### config.mk
export PLATFORM = sky130hd
export DESIGN_NAME = vram_arbiter
export DESIGN_NICKNAME = d
export VERILOG_FILES = /design/src/rtl/vram_pkg.sv /design/src/rtl/vram_arbiter.sv
export SDC_FILE = /design/constraint.sdc
export NUM_CORES = 1
export LEC_CHECK = 0
export ABC_AREA = 1
export CAP_MARGIN = 20
export CORE_UTILIZATION = 66
export DETAILED_ROUTE_END_ITERATION = 10
export DONT_BUFFER_PORTS = 1
export GPL_TIMING_DRIVEN = 0
export PLACE_DENSITY = 0.82
export SKIP_CTS_REPAIR_TIMING = 1
export SLEW_MARGIN = 20
export SYNTH_ARGS = -nofsm -noshare
export SYNTH_HDL_FRONTEND = slang
export SYNTH_SLANG_ARGS = --single-unit
### constraint.sdc
create_clock -name clk -period 2.4 [get_ports clk]
set_input_delay 0.48 -clock clk [delete_from_list [all_inputs] [get_ports clk]]
set_output_delay 0.48 -clock clk [all_outputs]
set_load 0.01 [all_outputs]
### src/rtl/vram_pkg.sv
// Shared VRAM geometry and arbiter state encoding.
// Latency: n/a; backpressure: n/a.
package vram_pkg;

    localparam int          VRAM_AW        = 13;
    localparam int          VRAM_DW        = 16;
    localparam logic [15:0] VRAM_BASE      = 16'h4000;
    localparam int          CPU_WINDOW_DEF = 4;

    typedef enum logic [1:0] {
        ST_IDLE     = 2'd0,
        ST_VID_ADDR = 2'd1,
        ST_VID_DATA = 2'd2,
        ST_CPU_HOLD = 2'd3
    } state_t;

endpackage

### src/rtl/vram_arbiter.sv
// Shares one synchronous single-port VRAM between CPU and scanout; video fetch = 3 cycles to vid_valid.
// Latency: CPU owns RAM for a fixed CPU_WINDOW cycles; backpressure: cpu_busy stalls CPU, vid_req is held until vid_valid.
module vram_arbiter
    import vram_pkg::*;
#(
    parameter int CPU_WINDOW = CPU_WINDOW_DEF
) (
    input  logic                 clk,
    input  logic                 reset,
    input  logic                 cpu_req,
    input  logic                 cpu_we,
    input  logic [VRAM_AW-1:0]   cpu_addr,
    input  logic [VRAM_DW-1:0]   cpu_wdata,
    output logic [VRAM_DW-1:0]   cpu_rdata,
    output logic                 cpu_busy,
    input  logic                 vid_req,
    input  logic [VRAM_AW-1:0]   vid_addr,
    output logic [VRAM_DW-1:0]   vid_rdata,
    output logic                 vid_valid,
    output logic [VRAM_AW-1:0]   ram_addr,
    output logic [VRAM_DW-1:0]   ram_wdata,
    output logic                 ram_we,
    input  logic [VRAM_DW-1:0]   ram_rdata
);

    localparam logic [1:0] LP_CNT_LAST = 2'(CPU_WINDOW - 1);

    state_t               r_state;
    state_t               w_next;
    logic [1:0]           r_cnt;
    logic                 r_last_vid;
    logic [VRAM_DW-1:0]   r_vid_rdata;
    logic                 r_vid_valid;
    logic [VRAM_AW-1:0]   r_addr_hold;
    logic [VRAM_AW-1:0]   w_ram_addr;
    logic                 w_vid_go;

    // vid_req is still high in the vid_valid cycle; masking it there stops a
    // duplicate fetch of the request that is just being acknowledged.
    assign w_vid_go = vid_req && !r_vid_valid && !(r_last_vid && cpu_req);

    always_comb begin
        w_next     = r_state;
        w_ram_addr = r_addr_hold;
        case (r_state)
            ST_IDLE: begin
                if (w_vid_go)
                    w_next = ST_VID_ADDR;
                else if (cpu_req)
                    w_next = ST_CPU_HOLD;
            end
            ST_VID_ADDR: begin
                w_ram_addr = vid_addr;
                w_next     = ST_VID_DATA;
            end
            ST_VID_DATA: begin
                w_next = ST_IDLE;
            end
            ST_CPU_HOLD: begin
                w_ram_addr = cpu_addr;
                if (r_cnt == LP_CNT_LAST)
                    w_next = ST_IDLE;
            end
            default: w_next = ST_IDLE;
        endcase
    end

    always_ff @(posedge clk or negedge reset) begin
        if (!reset) begin
            r_state     <= ST_IDLE;
            r_cnt       <= 2'd0;
            r_last_vid  <= 1'b0;
            r_vid_rdata <= '0;
            r_vid_valid <= 1'b0;
            r_addr_hold <= '0;
        end else begin
            r_state     <= w_next;
            r_addr_hold <= w_ram_addr;
            r_vid_valid <= (r_state == ST_VID_DATA);
            if (r_state == ST_VID_DATA)
                r_vid_rdata <= ram_rdata;
            case (r_state)
                ST_IDLE: begin
                    if (w_next == ST_VID_ADDR) begin
                        r_last_vid <= 1'b1;
                    end else if (w_next == ST_CPU_HOLD) begin
                        r_cnt      <= 2'd0;
                        r_last_vid <= 1'b0;
                    end
                end
                ST_CPU_HOLD: r_cnt <= r_cnt + 2'd1;
                default: ;
            endcase
        end
    end

    // Write strobe qualified by state so a stalled CPU can never write.
    assign ram_we    = (r_state == ST_CPU_HOLD) && cpu_we;
    assign ram_addr  = w_ram_addr;
    assign ram_wdata = cpu_wdata;
    assign cpu_busy  = (r_state != ST_CPU_HOLD);
    assign cpu_rdata = ram_rdata;
    assign vid_rdata = r_vid_rdata;
    assign vid_valid = r_vid_valid;

endmodule

After elaboration in Yosys (flattened, before gate mapping)
Index checks and enable logic that the tools add are counted.
{"block": "op_classes", "addsub": 1, "eq_ne": 9, "mux": 10, "reduce_logical": 11}
{"op": "13-bit one-hot mux with 2 select lines", "n": 1}
{"op": "2-bit two-way mux", "n": 5}
{"op": "2-bit == test (second input constant)", "n": 4}
{"op": "2-bit one-hot mux with 4 select lines", "n": 1}
{"op": "2-bit inequality test (second input constant)", "n": 3}
{"op": "2-bit by 1-bit == test with 1-bit output (second input constant)", "n": 2}
{"op": "1-bit logical AND", "n": 4}
{"op": "2-bit one-hot mux with 2 select lines", "n": 1}
{"op": "2-bit nonzero test", "n": 2}
{"op": "3-bit AND reduction", "n": 1}
{"op": "2-bit by 1-bit adder with 2-bit output (second input constant)", "n": 1}
{"op": "1-bit zero test", "n": 2}
{"op": "2-bit zero test", "n": 1}
{"op": "1-bit two-way mux", "n": 2}
{"op": "2-bit AND reduction", "n": 1}
{"block": "word_totals", "regBits": 35, "in_bits": 63, "out_inout_bits": 64, "elab_cells": 37}

Logic depth before layout (Yosys ltp)
{"block": "depth", "word_depth": 9, "ltp_mapped": 6, "depth_no_buf": 6}

Least setup slack after synthesis
No wires, ideal clock.
{"block": "synth_timing", "path_type": "reg2out", "startpoint": "register r_state[1]", "endpoint": "output port ram_addr[10]", "arrival_time_ns": 0.965, "required_ns": 1.920, "path_slack_ns": 0.955, "stages_incl_launch_ff": 6, "n_path_buf": 1, "path_cell_list": "dfrtp_1 > nand2_2 > inv_2 > buf_4 > nand2_1 > nand3_1"}
{"block": "synth_between", "elab_chain_cells": 2, "elab_cells_between_ends": 3}
{"item": "start: declaration", "line_no": "vram_arbiter.sv:28", "rtl": "state_t r_state;"}
{"item": "start signal: assignment", "line_no": "vram_arbiter.sv:77", "rtl": "r_state <= w_next;"}
{"item": "2-bit == test / 2-bit by 1-bit == test with 1-bit output (equally long branches)", "line_no": "vram_arbiter.sv:45", "rtl": "case (r_state)"}
{"item": "13-bit one-hot mux with 2 select lines (*)", "line_no": "vram_arbiter.sv:45"}
{"item": "end: declaration", "line_no": "vram_arbiter.sv:20", "rtl": "output logic [VRAM_AW-1:0] ram_addr,"}
Mark *: on every way between the ends. The rest lies on a longest branch, timed or not.

Final worst setup path
{"block": "layout_timing", "startpoint": "register r_state[1]", "endpoint": "output port ram_addr[8]"}
Same word-level chain as after synthesis.

==> impl_metrics.xml <==
<?xml version="1.0" encoding="UTF-8"?>
<metrics>
  <group name="synth">
    <metric name="synth_sequential_area_ratio" unit="%">52.01</metric>
    <metric name="yosys.area.top_type" unit="">dfrtp_1</metric>
    <metric name="syn_inst" unit="">204</metric>
    <metric name="yosys-top-cells-area" unit="">dfrtp_1, nand2_1, buf_4, nand3_1, inv_1</metric>
    <metric name="synthesized_area_per_cell" unit="sq um">8.255</metric>
    <metric name="synth_xor_area_share" unit="%">0</metric>
    <metric name="syn-cell-area" unit="sq um">1684</metric>
    <metric name="yosys_warnings" unit="">0</metric>
    <metric name="synth.top_cell.area_share" unit="%">52.01</metric>
    <metric name="postSynthRegisterBits" unit="">35</metric>
    <metric name="synth_compound_area_share" unit="%">0.9658</metric>
    <metric name="synth_adder_area_share" unit="%">0.7429</metric>
    <metric name="synth_top_family_by_area" unit="">simple AND/OR/NAND/NOR gates</metric>
    <metric name="synth_mux_area_share" unit="%">0</metric>
    <metric name="ys_types" unit="">15</metric>
    <metric name="synth_simple_gate_area_share" unit="%">28.31</metric>
    <metric name="synthesis.nets" unit="">268</metric>
  </group>
  <group name="grt">
    <metric name="antenna_found_initial" unit="">0</metric>
    <metric name="overflow" unit="">0</metric>
    <metric name="grt_util_all_layers" unit="%">26.52</metric>
    <metric name="grt_max_degree" unit="">36</metric>
    <metric name="grt_pass1_wl" unit="um">5071</metric>
    <metric name="number_of_global_route_vias_before_repair" unit="">1187</metric>
  </group>
  <group name="worst_setup_path">
    <metric name="setup.worst_path.start_class" unit="">flip-flop</metric>
    <metric name="rrSetupSlack" unit="ps">1060</metric>
    <metric name="critical_path.endpoint_type" unit="">primary output</metric>
    <metric name="crit_arrival" unit="ps">1520</metric>
    <metric name="crit_path_cell_trace" unit="">nor2_2 -&gt; buf_2 -&gt; nand2_1 -&gt; nand3_1</metric>
    <metric name="timing.critical_path.fanout_max" unit="">10</metric>
    <metric name="cp_num_buf_inv" unit="">1</metric>
    <metric name="rr_endpoint" unit="">r_addr_hold[11]</metric>
    <metric name="worst_path_largest_cell_delay" unit="ps">450</metric>
    <metric name="critical_path.slowest_cell" unit="">dfrtp_1</metric>
    <metric name="required" unit="ps">1920</metric>
    <metric name="worst-r2r-cell-count" unit="">5</metric>
    <metric name="path_class" unit="">flip-flop to primary output</metric>
    <metric name="cpLargestDelayFamily" unit="">simple AND/OR/NAND/NOR gates</metric>
    <metric name="regToRegStartpoint" unit="">r_state[1]</metric>
  </group>
  <group name="finish">
    <metric name="diodes" unit="">0</metric>
    <metric name="fillCellCount" unit="">167</metric>
    <metric name="area.growth.synth_to_final" unit="%">6.835</metric>
    <metric name="final_net_count" unit="">277</metric>
    <metric name="drive_above_1_share" unit="%">22.90</metric>
  </group>
  <group name="place">
    <metric name="detailedPlace.worstSlack" unit="ps">758.8</metric>
    <metric name="place_congestion" unit="">0.8299</metric>
    <metric name="dp_hpwl" unit="um">2725</metric>
    <metric name="number_of_i_o_port_buffers" unit="">0</metric>
  </group>
  <group name="routing">
    <metric name="drtPass1Iterations" unit="">4</metric>
    <metric name="vias" unit="">1323</metric>
    <metric name="detail_route.wl_per_cell" unit="um">14.43</metric>
    <metric name="drtIter0Drc" unit="">34</metric>
    <metric name="ant_nets" unit="">0</metric>
    <metric name="drc" unit="">0</metric>
    <metric name="postRouteWirelength" unit="um">3493</metric>
    <metric name="via_per_inst" unit="">5.467</metric>
  </group>
  <group name="die">
    <metric name="fp-row-count" unit="">17</metric>
    <metric name="die_w" unit="um">52.52</metric>
    <metric name="fp.dieH" unit="um">52.52</metric>
    <metric name="floorplan.core_area" unit="sq um">2297</metric>
    <metric name="io-pin-count" unit="">127</metric>
    <metric name="die_area" unit="sq um">2758</metric>
    <metric name="initial_core_util" unit="%">73.31</metric>
  </group>
  <group name="sta">
    <metric name="fin_crit" unit="ps">2004</metric>
    <metric name="setup_slack" unit="ps">396.4</metric>
    <metric name="tightest_slew" unit="ps">394.7</metric>
    <metric name="setup_viol" unit="">0</metric>
    <metric name="fin_crit_sh" unit="%">83.48</metric>
    <metric name="finalHoldViolCount" unit="">0</metric>
    <metric name="rsz0062_at_grt" unit="">false</metric>
    <metric name="max-slew-margin-rel" unit="%">73.69</metric>
    <metric name="final.setup.tns" unit="ps">0</metric>
    <metric name="report.final.slew_viol_count" unit="">0</metric>
    <metric name="timing.fmax" unit="GHz">0.4991</metric>
    <metric name="final.setup_skew" unit="ps">5.304</metric>
  </group>
  <group name="job">
    <metric name="drv_cap" unit="">0</metric>
  </group>
  <group name="cts">
    <metric name="ctsLongestPathBuffers" unit="">2</metric>
    <metric name="clock_sink_count" unit="">35</metric>
    <metric name="cts.reportedPaths.clkPinSlew" unit="ps">100</metric>
    <metric name="root_buffer" unit="">clkbuf_4</metric>
    <metric name="tritoncts" unit="">done</metric>
    <metric name="cts_made_buffers" unit="">5</metric>
    <metric name="clk_latency" unit="ps">330</metric>
    <metric name="ctsHtreeMaxLevel" unit="">2</metric>
  </group>
  <group name="min_path">
    <metric name="worst_hold_path.endpoint" unit="">vid_rdata[0]</metric>
    <metric name="holdPathStages" unit="">2</metric>
    <metric name="min-delay-path-class" unit="">input port to flip-flop</metric>
    <metric name="worstHoldStart" unit="">ram_rdata[0]</metric>
  </group>
  <group name="power">
    <metric name="max-vdd-ir-drop" unit="mV">0.8709</metric>
    <metric name="total_leakage_power" unit="nW">1.000</metric>
    <metric name="cellPowerDensity" unit="nW/um^2">1307</metric>
  </group>
  <group name="outcome">
    <metric name="outcome" unit="">finished, final reports clean</metric>
  </group>
</metrics>
[registers in the layout, indices dropped and copies added, names as in the netlist]
register / cells
vid_valid: 1
r_state: 2
r_cnt: 2
vid_rdata: 16
r_addr_hold: 13
r_last_vid: 1
[final cells by class]
type	instances	area (sq um)	area share, %
clock buffer	7	45.04	2.503
buffer	37	269.0	14.95
sequential	35	875.8	48.68
tap	28	35.03	1.947
inverter	9	33.78	1.878
timing repair buffer	2	30.03	1.669
clock inverter	1	5.005	0.2782
multi-input combinational	123	505.5	28.09
[cells in the final DEF (no fill, tap or decap)]
cell type,netlist,final
clkbuf_1,1,3
o21ai_0,2,2
buf_12,0,1
nor2_1,4,4
buf_4,34,34
nor2_2,1,1
dlygate4sd3_1,0,1
or2_1,1,1
inv_1,6,6
nand2_2,2,2
nand3_1,16,16
ha_1,1,1
inv_2,3,3
clkbuf_4,0,5
nand2_1,95,95
dfrtp_1,35,35
o22ai_1,1,1
clkinv_2,0,1
buf_2,2,2
[power breakdown]
| group | leakage [nW] | total, W | switching (W) | internal (W) |
|---|---|---|---|---|
| Combinational | 0.540 | 0.000954 | 0.000653 | 0.000300 |
| Clock | 0.0293 | 0.000292 | 0.000178 | 0.000114 |
| Sequential | 0.431 | 0.00110 | 0.000224 | 0.000881 |
| Total | 1.00 | 0.00235 | 0.00106 | 0.00130 |
[metal layers]
layer	track usage [%]	vias up	part of all wire, %
met4	10.09	0	1.4
met3	11.59	6	11
li1	-	613	-
met5	0	-	0
met2	48.52	88	52
met1	25.69	616	36
[worst max-delay path by stage]
stage / startpoint / end / slack, ps / cells past startpoint
finish: r_state[1] / ram_addr[8] / 400 / 4
global placement: r_state[0] / ram_addr[11] / 790 / 4
detailed placement: r_state[0] / ram_addr[8] / 760 / 5
CTS: r_state[1] / ram_addr[8] / 390 / 4
floorplan: r_state[1] / ram_addr[10] / 960 / 5
global route: r_state[0] / ram_addr[6] / 290 / 5
[synth_stat cells]
library cell	instances
nand2_1	95
dfrtp_1	35
buf_4	34
nand3_1	16
inv_1	6
nor2_1	4
inv_2	3
buf_2	2
nand2_2	2
o21ai_0	2
clkbuf_1	1
ha_1	1
nor2_2	1
o22ai_1	1
or2_1	1
[through the flow]
step | cells | instance area, sq um | power [W] | utilization, % | hold slack [ps]
floorplan | 204 | 1684 | 0.001838 | - | 184.4
global placement | 232 | 1719 | 0.002002 | 74.84 | 185.2
detailed placement | 232 | 1719 | 0.002062 | 74.84 | 185.4
CTS | 240 | 1769 | 0.002352 | 77.02 | -184.5
global route | 242 | 1799 | 0.002549 | 78.32 | 233.3
finish | 242 | 1799 | 0.002351 | 78.32 | 250.1
[cells by family (layout without fill, tap and decap cells)]
logic type,after synthesis,count (layout)
fa+ha+maj,1,1
compound gates,3,3
simple gates,119,119
buf+inv,46,56
flops,35,35
(Power assumes the default switching activity.)
